### config.mk
export PLATFORM = sky130hd
export DESIGN_NAME = mem_port_arbiter
export DESIGN_NICKNAME = d
export VERILOG_FILES = /design/src/rtl/mem_port_arbiter.sv
export SDC_FILE = /design/constraint.sdc
export NUM_CORES = 1
export LEC_CHECK = 0
export ABC_AREA = 1
export BUFFER_PORTS_ARGS = -buffer_cell sky130_fd_sc_hd__buf_2
export CAP_MARGIN = 20
export CORE_AREA = 5 5 118 120
export DETAILED_ROUTE_END_ITERATION = 10
export DIE_AREA = 0 0 123 125
export HOLD_SLACK_MARGIN = 0.1
export PLACE_DENSITY = 0.73
export RECOVER_POWER = 50
export SLEW_MARGIN = 10
export SYNTH_ARGS = -nofsm -noshare
export SYNTH_HDL_FRONTEND = slang
export SYNTH_SLANG_ARGS = --single-unit
### constraint.sdc
create_clock -name clk -period 3.6 [get_ports clk]
set_clock_uncertainty 0.05 [all_clocks]
set_input_delay 0.54 -clock clk [delete_from_list [all_inputs] [get_ports clk]]
set_output_delay 0.54 -clock clk [all_outputs]
set_load 0.02 [all_outputs]
### src/rtl/mem_port_arbiter.sv
// Round-robin arbiter sharing one single-port memory between two req/ready requesters.
// Optional macro MEM_ARB_LOCK_EN enables back-to-back locked grants (bounded by MAX_LOCK).
module mem_port_arbiter #(
    parameter int AW       = 32,
    parameter int DW       = 32,
    parameter int MAX_LOCK = 8
) (
    input  logic              clk,
    input  logic              reset,
    input  logic              m0_req,
    input  logic              m0_we,
    input  logic [AW-1:0]     m0_addr,
    input  logic [DW-1:0]     m0_wdata,
    input  logic [DW/8-1:0]   m0_wstrb,
    input  logic              m0_lock,
    output logic              m0_ready,
    output logic [DW-1:0]     m0_rdata,
    input  logic              m1_req,
    input  logic              m1_we,
    input  logic [AW-1:0]     m1_addr,
    input  logic [DW-1:0]     m1_wdata,
    input  logic [DW/8-1:0]   m1_wstrb,
    input  logic              m1_lock,
    output logic              m1_ready,
    output logic [DW-1:0]     m1_rdata,
    output logic [AW-1:0]     mem_addr,
    output logic              mem_we,
    output logic [DW/8-1:0]   mem_wstrb,
    output logic [DW-1:0]     mem_wdata,
    input  logic [DW-1:0]     mem_rdata
);

    typedef enum logic [1:0] {IDLE, ACCESS, RDATA} state_t;

    state_t            state_q, state_d;
    logic              we_q, we_d;
    logic [AW-1:0]     addr_q, addr_d;
    logic [DW-1:0]     wdata_q, wdata_d;
    logic [DW/8-1:0]   wstrb_q, wstrb_d;
    logic              gnt_q, gnt_d;
    logic              last_q, last_d;
    logic              win;
    logic              done_now;

`ifdef MEM_ARB_LOCK_EN
    localparam int LCW = $clog2(MAX_LOCK + 1);
    localparam logic [LCW-1:0] LOCK_MAX = LCW'(MAX_LOCK);

    logic [LCW-1:0]    lock_cnt_q, lock_cnt_d;
    logic              just_done_q, just_done_d;
    logic              lock_hit;
    logic              other_req;
    logic              locked;
`else
    logic              unused_lock;
    assign unused_lock = m0_lock | m1_lock;
`endif

    // An access completes on the write ACCESS cycle or on the RDATA cycle.
    assign done_now = ((state_q == ACCESS) && we_q) || (state_q == RDATA);

    always_comb begin
        state_d = state_q;
        we_d    = we_q;
        addr_d  = addr_q;
        wdata_d = wdata_q;
        wstrb_d = wstrb_q;
        gnt_d   = gnt_q;
        last_d  = last_q;
        win     = (m0_req && m1_req) ? ~last_q : m1_req;
`ifdef MEM_ARB_LOCK_EN
        lock_cnt_d  = lock_cnt_q;
        just_done_d = done_now;
        locked      = 1'b0;
        lock_hit    = just_done_q && (last_q ? (m1_lock && m1_req) : (m0_lock && m0_req));
        other_req   = last_q ? m0_req : m1_req;
        if (lock_hit && !((lock_cnt_q == LOCK_MAX) && other_req)) begin
            locked = 1'b1;
            win    = last_q;
        end
`endif
        case (state_q)
            IDLE: begin
                if (m0_req || m1_req) begin
                    state_d = ACCESS;
                    gnt_d   = win;
                    last_d  = win;
                    we_d    = win ? m1_we    : m0_we;
                    addr_d  = win ? m1_addr  : m0_addr;
                    wdata_d = win ? m1_wdata : m0_wdata;
                    wstrb_d = win ? m1_wstrb : m0_wstrb;
`ifdef MEM_ARB_LOCK_EN
                    if (locked) begin
                        lock_cnt_d = (lock_cnt_q == LOCK_MAX) ? lock_cnt_q : lock_cnt_q + 1'b1;
                    end else begin
                        lock_cnt_d = '0;
                    end
`endif
                end
            end
            ACCESS:  state_d = we_q ? IDLE : RDATA;
            RDATA:   state_d = IDLE;
            default: state_d = IDLE;
        endcase
    end

    always_ff @(posedge clk) begin
        if (reset) begin
            state_q <= IDLE;
            we_q    <= 1'b0;
            addr_q  <= '0;
            wdata_q <= '0;
            wstrb_q <= '0;
            gnt_q   <= 1'b0;
            last_q  <= 1'b1;
`ifdef MEM_ARB_LOCK_EN
            lock_cnt_q  <= '0;
            just_done_q <= 1'b0;
`endif
        end else begin
            state_q <= state_d;
            we_q    <= we_d;
            addr_q  <= addr_d;
            wdata_q <= wdata_d;
            wstrb_q <= wstrb_d;
            gnt_q   <= gnt_d;
            last_q  <= last_d;
`ifdef MEM_ARB_LOCK_EN
            lock_cnt_q  <= lock_cnt_d;
            just_done_q <= just_done_d;
`endif
        end
    end

    // Handshake and write strobes are suppressed while reset is held, even mid-access.
    always_comb begin
        m0_ready  = 1'b0;
        m1_ready  = 1'b0;
        m0_rdata  = '0;
        m1_rdata  = '0;
        mem_we    = 1'b0;
        mem_wstrb = '0;
        mem_addr  = addr_q;
        mem_wdata = wdata_q;
        if (!reset) begin
            m0_ready = done_now && !gnt_q;
            m1_ready = done_now && gnt_q;
            if (state_q == RDATA) begin
                if (gnt_q) m1_rdata = mem_rdata;
                else       m0_rdata = mem_rdata;
            end
            if (state_q == ACCESS) begin
                mem_we    = we_q;
                mem_wstrb = wstrb_q;
            end
        end
    end

endmodule

**Word-level counts from Yosys, hierarchy flattened**

Index checks and enable logic that the tools add are counted.

- $add $sub $neg: 0
- $mul: 0
- Divide/modulo/power cells: 0
- $lt $le $gt $ge: 0
- Equality and inequality tests: 3
- Shift-type cells: 0
- Muxes and demuxes: 20
- Bitwise gates (word level): 1
- Reduce and logical (&&, ||, !) cells: 9

Operators by type and width:

| operator | number |
|---|---|
| two-way mux 32 bit | 8 |
| two-way mux 4 bit | 3 |
| two-way mux 1 bit | 6 |
| logical AND 1 bit | 4 |
| two-way mux 2 bit | 2 |
| one-hot mux 2 bit (2 select lines) | 1 |
| equality test 2 x 1 -> 1 bit (second input constant) | 1 |
| equality test 2 bit (second input constant) | 1 |
| logical NOT 2 bit | 1 |
| logical OR 1 bit | 2 |
| inequality test 2 bit (second input constant) | 1 |
| AND reduction 2 bit | 1 |
| logical NOT 1 bit | 1 |
| inverter 1 bit | 1 |

- Register bits after elaboration: 73
- Bits in latches: 0
- Memory bits (writable): 0
- ROM bits: 0
- Input bits: 176
- Output and inout port bits: 135
- Word-level logic and storage cells: 40
- Memories kept: 0

**Logic depth before layout (Yosys ltp)**

Gate-level depths: netlist (run 1).

- Depth in word-level cells: 5
- Mapped depth: 8
- Gate-level depth less buffers: 6

**Least setup slack after synthesis (run 1)**

No wires, ideal clock.

- Kind: input to output
- From: input reset
- To: output m0_rdata[22]
- Arrival: 1562 ps
- Data required time: 3010 ps
- Setup slack: 1448 ps
- Stages on the path: 4
- Path buffers: 2
- Cells stage by stage: or2_2 clkbuf_1 buf_2 nor3_1

- Cells in the longest elaborated chain, start to end: 1

RTL lines:

| what | RTL line | source |
|---|---|---|
| from (decl) | 9 | `input logic reset,` |
| two-way mux 32 bit | 145 | `if (!reset) begin` |
| to (decl) | 17 | `output logic [DW-1:0] m0_rdata,` |

No other way between the ends.

**Final worst setup path (run 1)**

- From: input m1_req
- To: register wdata_q[19] (netlist: mem_wdata[19])

- Cells in the longest elaborated chain, start to end: 3
- Elaborated cells on any way between the ends: 5
- Those cells by class: 2 x mux; 3 x reduce/logical

RTL lines:

| what | RTL line | source |
|---|---|---|
| from (decl) | 18 | `input logic m1_req,` |
| logical AND 1 bit | 70 | `win = (m0_req && m1_req) ? ~last_q : m1_req;` |
| two-way mux 1 bit | 70 |  |
| two-way mux 32 bit | 90 | `wdata_d = win ? m1_wdata : m0_wdata;` |
| to (signal assigned) | 124 | `wdata_q <= wdata_d;` |
| to (decl) | 38 | `logic [DW-1:0] wdata_q, wdata_d;` |

Several ways; a longest one is shown, not always the timed one.
A chain may end at the register's enable or synchronous reset.

==> results_dict.tcl, run 1 <==
set metrics [dict create \
    end_kind "register" \
    gr-total-overflow 0 \
    clk_latency_ps 320 \
    cts_buffers 9 \
    grtUsageTotal_pct 18.83 \
    remaining_drc_errors 0 \
    io_buffers 308 \
    via_per_inst 4.467 \
    synthesis.nets 993 \
    cts_hold_buffers 0 \
    cts.sinks 73 \
    final.setup.tns_ps 0 \
    io_pins 311 \
    reg2regPathDepth 7 \
    synth_compound_area_share_pct 11.22 \
    yosysSeqAreaShare_pct 30.55 \
    synthMuxAreaShare_pct 0 \
    ys_warn_count 0 \
    drive_gt1_share_pct 22.22 \
    critical-path-slowest-cell "clkbuf_2" \
    synth_xor_area_share_pct 0 \
    cts_resized 0 \
    num-nets-final 1255 \
    crit_chain "buf_4, clkbuf_2, o21ai_4, clkbuf_2, nand2_1, nand2_1, nor2_1" \
    clk_pin_slew_worst_paths_ps 50 \
    p_per_area_nw_per_um2 394.0 \
    finalCriticalPeriod_ps 2779 \
    die_area_sq_um 15380 \
    cts_setup_buffers 0 \
    area_growth_pct 34.53 \
    synth.avg_cell_area_sq_um 5.855 \
    fmax_mhz 359.9 \
    fp.dieW_microns 123 \
    postSynthCellCount 817 \
    synth.distinct_cells 20 \
    hold_class "reg -> reg" \
    finalPower_mw 2.535 \
    gp_routability_congestion 0.8216 \
    worstHoldPathCells 1 \
    ys_seq_elements 73 \
    rows 42 \
    tightest_slew_ps 1067 \
    critPathKind "in -> reg" \
    fin_crit_sh_pct 77.18 \
    drv_slew 0 \
    vias 5615 \
    critPathRequiredTime_ps 3810 \
    wl_per_cell_microns 12.64 \
    h-tree-depth 3 \
    drv_cap 0 \
    finalSetupViolations 0 \
    rsz0062_at_grt "false" \
    dp_hpwl_microns 11740 \
    fp.coreArea_sq_um 12870 \
    netlist_area_sq_um 4783 \
    grt_max_degree 87 \
    synth-simple-area-share_pct 43.16 \
    worst_path_largest_cell_delay_ps 930 \
    slew_headroom_pct 28.84 \
    outcome "completed" \
    antenna_left 0 \
    cts_buffer_depth 2 \
    grt_pass1_wl_microns 23320 \
    synthAdderAreaFrac_pct 0 \
    tritoncts "built" \
    irDropWorstVdd_uv 262.7 \
    cp.arrival_ps 2990 \
    cts-root-buf "clkbuf_16" \
    die_h_microns 125 \
    synth_top_family_by_area "simple AND/OR/NAND/NOR gates" \
    wl_microns 15880 \
    hold_viol 0 \
    cellLeakagePower_nw 3.424 \
    crit_fanout 86 \
    n_fill_cell 1434 \
    grt_pass1_vias 4718 \
    drt_iter0_drc 293 \
    start_util_pct 37.15 \
    first_pass_iters 5 \
    start_kind "primary input" \
    grt_antenna_before_repair 1 \
]
-- cell families (layout without fill, tap and decap cells) --
group,count (synthesis),after routing
AND/OR/NAND/NOR,501,501
AO/OA/AOI/OAI,72,72
flip-flops,73,73
other,0,1
buffers and inverters,171,434
-- worst max-delay path: cells and delay by family --
family	cells	cell delay [ps]
buffers and inverters	3	1920
AND/OR/NAND/NOR	3	350
AO/OA/AOI/OAI	1	110
-- metal layers --
layer / up-vias / wire length (microns) / share of wire [%] / global-route usage [%]
met3: 23 / 1276 / 8.0 / 4.923
met2: 192 / 7919 / 50 / 34.09
li1: 3029 / - / - / -
met4: 0 / 312 / 2.0 / 5.733
met1: 2371 / 6376 / 40 / 21.37
met5: - / 0 / 0 / 0
-- final timing paths --
path	endpoint	from	slack, ps
max reg2reg	wstrb_q[2]$_SDFFE_PP0P_	state_q[1]$_SDFFE_PP0P_	1800
max	mem_wdata[19]$_SDFFE_PP0P_	m1_req	820
min	state_q[1]$_SDFFE_PP0P_	we_q$_SDFFE_PP0P_	360
min reg2reg	state_q[1]$_SDFFE_PP0P_	we_q$_SDFFE_PP0P_	360
-- registers in the layout (all words and copies together) (netlist names) --
register / count
last_q: 1
wstrb_q: 4
we_q: 1
gnt_q: 1
mem_wdata: 32
mem_addr: 32
state_q: 2
-- synth_stat cells --
master,number,share of area [%]
inv_2,1,0.078
o21ai_2,1,0.18
nor2_2,1,0.13
buf_6,1,0.24
a21oi_1,1,0.10
nor2_4,1,0.24
buf_2,33,3.5
nor3_1,65,6.8
clkbuf_1,19,1.5
buf_1,5,0.39
a21boi_0,29,4.6
dfxtp_1,73,31
buf_4,8,1.3
inv_1,104,8.2
o21ai_0,1,0.10
nand2_1,214,17
nand3_1,72,7.5
nor2_1,147,12
a21boi_1,40,6.3
or2_2,1,0.13
-- power breakdown --
| group | switching (mW) | total [mW] | leakage, nW | internal (mW) |
|---|---|---|---|---|
| clock network | 0.315 | 0.763 | 0.120 | 0.448 |
| registers | 0.0453 | 0.953 | 0.607 | 0.907 |
| logic | 0.543 | 0.819 | 2.70 | 0.277 |
-- cell type report --
class / count / area [sq um] / share of cell area, %
Tap cell: 176 / 220.2 / 3.422
Inverter: 105 / 394.1 / 6.125
Multi-Input combinational cell: 573 / 2616 / 40.66
Sequential cell: 73 / 1461 / 22.71
Antenna cell: 1 / 2.502 / 0.03889
Clock inverter: 2 / 10.01 / 0.1556
Timing Repair Buffer: 317 / 1501 / 23.33
Clock buffer: 10 / 229.0 / 3.558
-- through the flow --
stage               cells  util, %  area [sq um]  hold slack (ps)  worst slack, ps
finish               1257    49.98          6435            361.2            821.3
floorplan             817        -          4783            342.5             1448
CTS                  1256    50.93          6558            360.7             1151
global placement     1244    49.08          6319            345.7            958.2
detailed placement   1244    49.08          6319            352.8            942.4
global route         1257    49.98          6435            372.8            589.4
-- layout by cell type, fill, tap and decap left out, types with 2 or more instances in the layout --
cell	Yosys	layout
clkbuf_1	19	95
buf_2	33	213
inv_1	104	104
buf_4	8	7
nand3_1	72	72
dfxtp_1	73	73
a21boi_1	40	40
clkbuf_2	0	2
nand2_1	214	213
clkbuf_16	0	9
a21boi_0	29	29
clkinv_2	0	2
nor2_1	147	147
nor3_1	65	65
No activity file was read; power rests on OpenSTA's default activity.
==> run 2, diff against run 1 <==
--- a/config.mk
+++ b/config.mk
@@ -8,11 +8,11 @@
 export ABC_AREA = 1
 export BUFFER_PORTS_ARGS = -buffer_cell sky130_fd_sc_hd__buf_2
 export CAP_MARGIN = 20
-export CORE_AREA = 5 5 118 120
+export CORE_MARGIN = 5
+export CORE_UTILIZATION = 39
 export DETAILED_ROUTE_END_ITERATION = 10
-export DIE_AREA = 0 0 123 125
 export HOLD_SLACK_MARGIN = 0.1
-export PLACE_DENSITY = 0.73
+export PLACE_DENSITY = 0.78
 export RECOVER_POWER = 50
 export SLEW_MARGIN = 10
 export SYNTH_ARGS = -nofsm -noshare
==> constraint.sdc (replaced) <==
create_clock -name clk -period 2.4 [get_ports clk]
set_clock_uncertainty 0.05 [all_clocks]
set_input_delay 0.36 -clock clk [delete_from_list [all_inputs] [get_ports clk]]
set_output_delay 0.36 -clock clk [all_outputs]
set_load 0.02 [all_outputs]
==> results_dict.tcl, run 2 (synthesis results as in run 1) <==
set metrics [dict create \
    outcome "completed" \
    critPathKind "reg -> out" \
    finalPower_mw 4.055 \
    dp_hpwl_microns 11880 \
    wl_microns 15760 \
    start_kind "register" \
    crit_chain "inv_1, nand2_2, o21ai_0, inv_1, nor2_1, buf_2" \
    vias 5653 \
    finalCriticalPeriod_ps 2133 \
    drv_slew 0 \
    final_common_cell "buf_2" \
    hold_ws_ps 200.8 \
    p_per_area_nw_per_um2 617.1 \
    cts-root-buf "clkbuf_16" \
    hold_viol 0 \
    grt_antenna_before_repair 2 \
    pre_cts_slack_ps 582.6 \
    crit_family "simple AND/OR/NAND/NOR gates" \
    setup_slack_ps 267.5 \
    cellLeakagePower_nw 3.619 \
    hold_class "in -> reg" \
    p_int_mw 2.681 \
    remaining_drc_errors 0 \
    p_switching_mw 1.374 \
    clk_pin_slew_worst_paths_ps 60 \
    cts.sinks 73 \
    final.setup.tns_ps 0 \
    critPathRequiredTime_ps 1990 \
    cts_setup_buffers 0 \
    final_core_util_pct 54.71 \
    h-tree-depth 3 \
    place_inst 1218 \
    post_dp_cell_area_sq_um 6342 \
    via_per_inst 4.574 \
    finalSetupViolations 0 \
    drt_iter0_drc 250 \
    tritoncts "built" \
    clk_latency_ps 320 \
    p_sw_share_pct 33.89 \
    drv_cap 0 \
    grt_pass1_wl_microns 24140 \
    io_pins 311 \
    crit_fanout 28 \
    rsz0062_at_grt "false" \
    cts_hold_buffers 0 \
    grt_pass1_vias 5050 \
    n_fill_cell 1316 \
    grtUsageTotal_pct 20.41 \
    stdcell_count 1236 \
    fin_area_sq_um 6571 \
    start_util_pct 39.82 \
    num-nets-final 1258 \
    area_growth_pct 37.38 \
    gr-total-overflow 0 \
    worst_path_largest_cell_delay_ps 390 \
    antenna_left 0 \
    io_buffers 308 \
    tightest_slew_ps 830.5 \
    irDropWorstVdd_uv 281.1 \
    grt_max_degree 77 \
    drive_gt1_share_pct 25.48 \
    cts_buffer_depth 2 \
    final_cell_mix "buf_2 (243), nand2_1 (212), nor2_1 (147)" \
    multiInputGateArea_sq_um 2619 \
    cp.arrival_ps 1720 \
    critical-path-slowest-cell "nand2_2" \
    cts_resized 0 \
    cts_buffers 9 \
    fmax_mhz 468.9 \
    slew_headroom_pct 44.63 \
    gp_routability_congestion 0.8193 \
    fp.coreArea_sq_um 12010 \
    power_frac_seq_pct 35.3 \
    cp_num_buf_inv 3 \
    register_area_sq_um 1461 \
    comb_power_share_pct 30.7 \
    end_kind "primary output" \
    fin_crit_sh_pct 88.86 \
    first_pass_iters 4 \
    crit_path_frequent_cell "inv_1" \
    rows 40 \
    die_area_sq_um 14580 \
    fp.dieW_microns 120.7 \
    wl_per_cell_microns 12.75 \
    die_h_microns 120.7 \
    p_clk_share_pct 34.0 \
]
-- run 2: changes by cell type in the layout (fill, tap and decap cells not counted), sizes merged --
cell	change
buf	+33
clkbuf	-26
bufinv	+1
clkinv	-1
diode	+1
-- run 2: power by group through the flow --
stage / registers, mW / clock network, mW / logic (mW)
floorplan: 1.61 / 0 / 0.706
global placement: 1.45 / 0 / 1.28
detailed placement: 1.45 / 0 / 1.29
CTS: 1.43 / 1.42 / 1.29
global route: 1.45 / 1.46 / 1.41
finish: 1.43 / 1.38 / 1.24
-- run 2: path summary, 6_finish.rpt --
check	cells after the start	slack, ps	from	to
worst max-delay path	6	270	state_q[0]$_SDFFE_PP0P_	m0_ready
worst min-delay path	2	200	reset	gnt_q$_SDFFE_PP0P_
worst max register to register	6	740	state_q[1]$_SDFFE_PP0P_	mem_wdata[3]$_SDFFE_PP0P_
worst min register to register	1	360	we_q$_SDFFE_PP0P_	state_q[1]$_SDFFE_PP0P_
-- run 2: layout make-up --
class	count	share of cell area, %
well taps	147	2.799
clock inverters	2	0.5331
clock buffers	14	4.170
diodes	2	0.07616
multi-input cells	573	39.85
repair buffers	320	24.33
flip-flops and latches	73	22.24
inverters	105	5.998
-- run 2: layer usage --
layer | up-vias | share of wire [%] | global-route usage [%]
met3 | 30 | 7.8 | 5.239
met4 | 0 | 3.0 | 9.703
met1 | 2392 | 38 | 22.14
met5 | - | 0 | 0
met2 | 197 | 51 | 36.85
li1 | 3034 | - | -
==> run 3, diff against run 2 <==
==> constraint.sdc (replaced) <==
create_clock -name clk -period 1.9 [get_ports clk]
set_clock_uncertainty 0.05 [all_clocks]
set_input_delay 0.285 -clock clk [delete_from_list [all_inputs] [get_ports clk]]
set_output_delay 0.285 -clock clk [all_outputs]
set_load 0.02 [all_outputs]
==> results_dict.tcl, run 3 (synthesis results as in run 1) <==
set metrics [dict create \
    outcome "completed" \
    cts.sinks 73 \
    first_pass_iters 4 \
    critPathRequiredTime_ps 1560 \
    final_common_cell "buf_2" \
    hold_class "in -> reg" \
    n_fill_cell 1268 \
    fp.dieW_microns 120.7 \
    start_util_pct 39.82 \
    crit_fanout 64 \
    grt_max_degree 65 \
    comb_power_share_pct 29.8 \
    rsz0062_at_grt "true" \
    h-tree-depth 3 \
    fin_crit_sh_pct 93.77 \
    wl_per_cell_microns 12.66 \
    drv_cap 0 \
    cts_hold_buffers 0 \
    tritoncts "built" \
    cts_buffers 9 \
    final_cell_mix "buf_2 (244), nand2_1 (212), nor2_1 (147)" \
    area_growth_pct 39.99 \
    num-nets-final 1269 \
    dp_hpwl_microns 12160 \
    start_kind "register" \
    io_buffers 308 \
    cts_buffer_depth 2 \
    crit_chain "inv_1, nand2_2, buf_8, nor3_1, buf_2" \
    cts-root-buf "clkbuf_16" \
    tightest_slew_ps 899.8 \
    end_kind "primary output" \
    drv_slew 0 \
    antenna_left 0 \
    worst_path_largest_cell_delay_ps 330 \
    p_clk_share_pct 36.7 \
    clk_latency_ps 320 \
    clk_pin_slew_worst_paths_ps 60 \
    p_int_mw 3.611 \
    fmax_mhz 561.3 \
    vias 5721 \
    worstHoldPathCells 2 \
    cts_setup_buffers 0 \
    wl_microns 15770 \
    hold_viol 0 \
    fp.coreArea_sq_um 12010 \
    critPathKind "reg -> out" \
    fin_area_sq_um 6696 \
    gp_routability_congestion 0.8129 \
    post_dp_cell_area_sq_um 6425 \
    reg2regPathDepth 5 \
    die_h_microns 120.7 \
    gr-total-overflow 0 \
    slew_headroom_pct 40.01 \
    finalSetupViolations 0 \
    irDropWorstVdd_uv 448.0 \
    grt_antenna_before_repair 0 \
    p_switching_mw 1.780 \
    finalCriticalPeriod_ps 1782 \
    cellLeakagePower_nw 3.685 \
    grtUsageTotal_pct 20.15 \
    power_frac_seq_pct 33.5 \
    p_sw_share_pct 33.02 \
    remaining_drc_errors 0 \
    p_per_area_nw_per_um2 805.1 \
    drive_gt1_share_pct 26.68 \
    final.setup.tns_ps 0 \
    drt_iter0_drc 184 \
    grt_pass1_wl_microns 23860 \
    io_pins 311 \
    diodes 0 \
    die_area_sq_um 14580 \
    critical-path-slowest-cell "dfxtp_1" \
    grt_pass1_vias 5028 \
    hold_ws_ps 136.9 \
    via_per_inst 4.595 \
    rows 40 \
    cp.arrival_ps 1450 \
]
## run 3: through the flow
stage | cells | power, mW | utilization [%] | worst slack [ps]
after CTS | 1245 | 5.501 | 56.47 | 77.40
after global routing | 1245 | 5.742 | 55.75 | -3.164
after detailed placement | 1229 | 3.505 | 53.49 | 230.1
after floorplan | 817 | 2.930 | - | 224.4
after global placement | 1229 | 3.478 | 53.49 | 245.7
final | 1245 | 5.391 | 55.75 | 118.4
## run 3: timing repair
action | CTS | global route
gates resized for setup | 2 | 5
cloned | 0 | 0
endpoints found under the setup margin | 64 | 63
## run 3: worst max-delay path: cells and delay by family (launching register included)
kind | cells | cell delay (ps)
simple gates | 2 | 280
buf+inv | 3 | 500
flops | 1 | 330
## run 3: final timing paths
| kind | from | endpoint | slack, ps |
|---|---|---|---|
| setup / recovery | state_q[0]$_SDFFE_PP0P_ | m1_rdata[20] | 120 |
| setup reg to reg | last_q$_SDFFE_PP1P_ | mem_wdata[0]$_SDFFE_PP0P_ | 190 |
| hold reg to reg | we_q$_SDFFE_PP0P_ | state_q[1]$_SDFFE_PP0P_ | 370 |
| hold / removal | reset | gnt_q$_SDFFE_PP0P_ | 140 |
## run 3: per-layer routing
metal / part of all wire, % / vias to the layer above / track usage (%)
met5: 0 / - / 0
met4: 1.5 / 0 / 6.870
met3: 7.4 / 17 / 4.724
met2: 52 / 191 / 38.35
met1: 39 / 2452 / 21.61
li1: - / 3061 / -
## run 3: cell type report
| cell class | count | area [sq um] | area share [%] |
|---|---|---|---|
| Clock buffer | 10 | 239.0 | 3.569 |
| Inverter | 105 | 394.1 | 5.886 |
| Sequential cell | 73 | 1461 | 21.82 |
| Tap cell | 147 | 183.9 | 2.747 |
| Clock inverter | 6 | 112.6 | 1.682 |
| Multi-Input combinational cell | 573 | 2631 | 39.29 |
| Timing Repair Buffer | 331 | 1674 | 25.00 |
## run 3: power by group through the flow
stage / registers, mW / logic, mW / clock network (mW)
2_1_floorplan: 2.04 / 0.892 / 0
3_3_place_gp: 1.82 / 1.65 / 0
3_5_place_dp: 1.83 / 1.67 / 0
4_1_cts: 1.80 / 1.68 / 2.02
5_1_grt: 1.83 / 1.81 / 2.10
6_report: 1.81 / 1.61 / 1.98
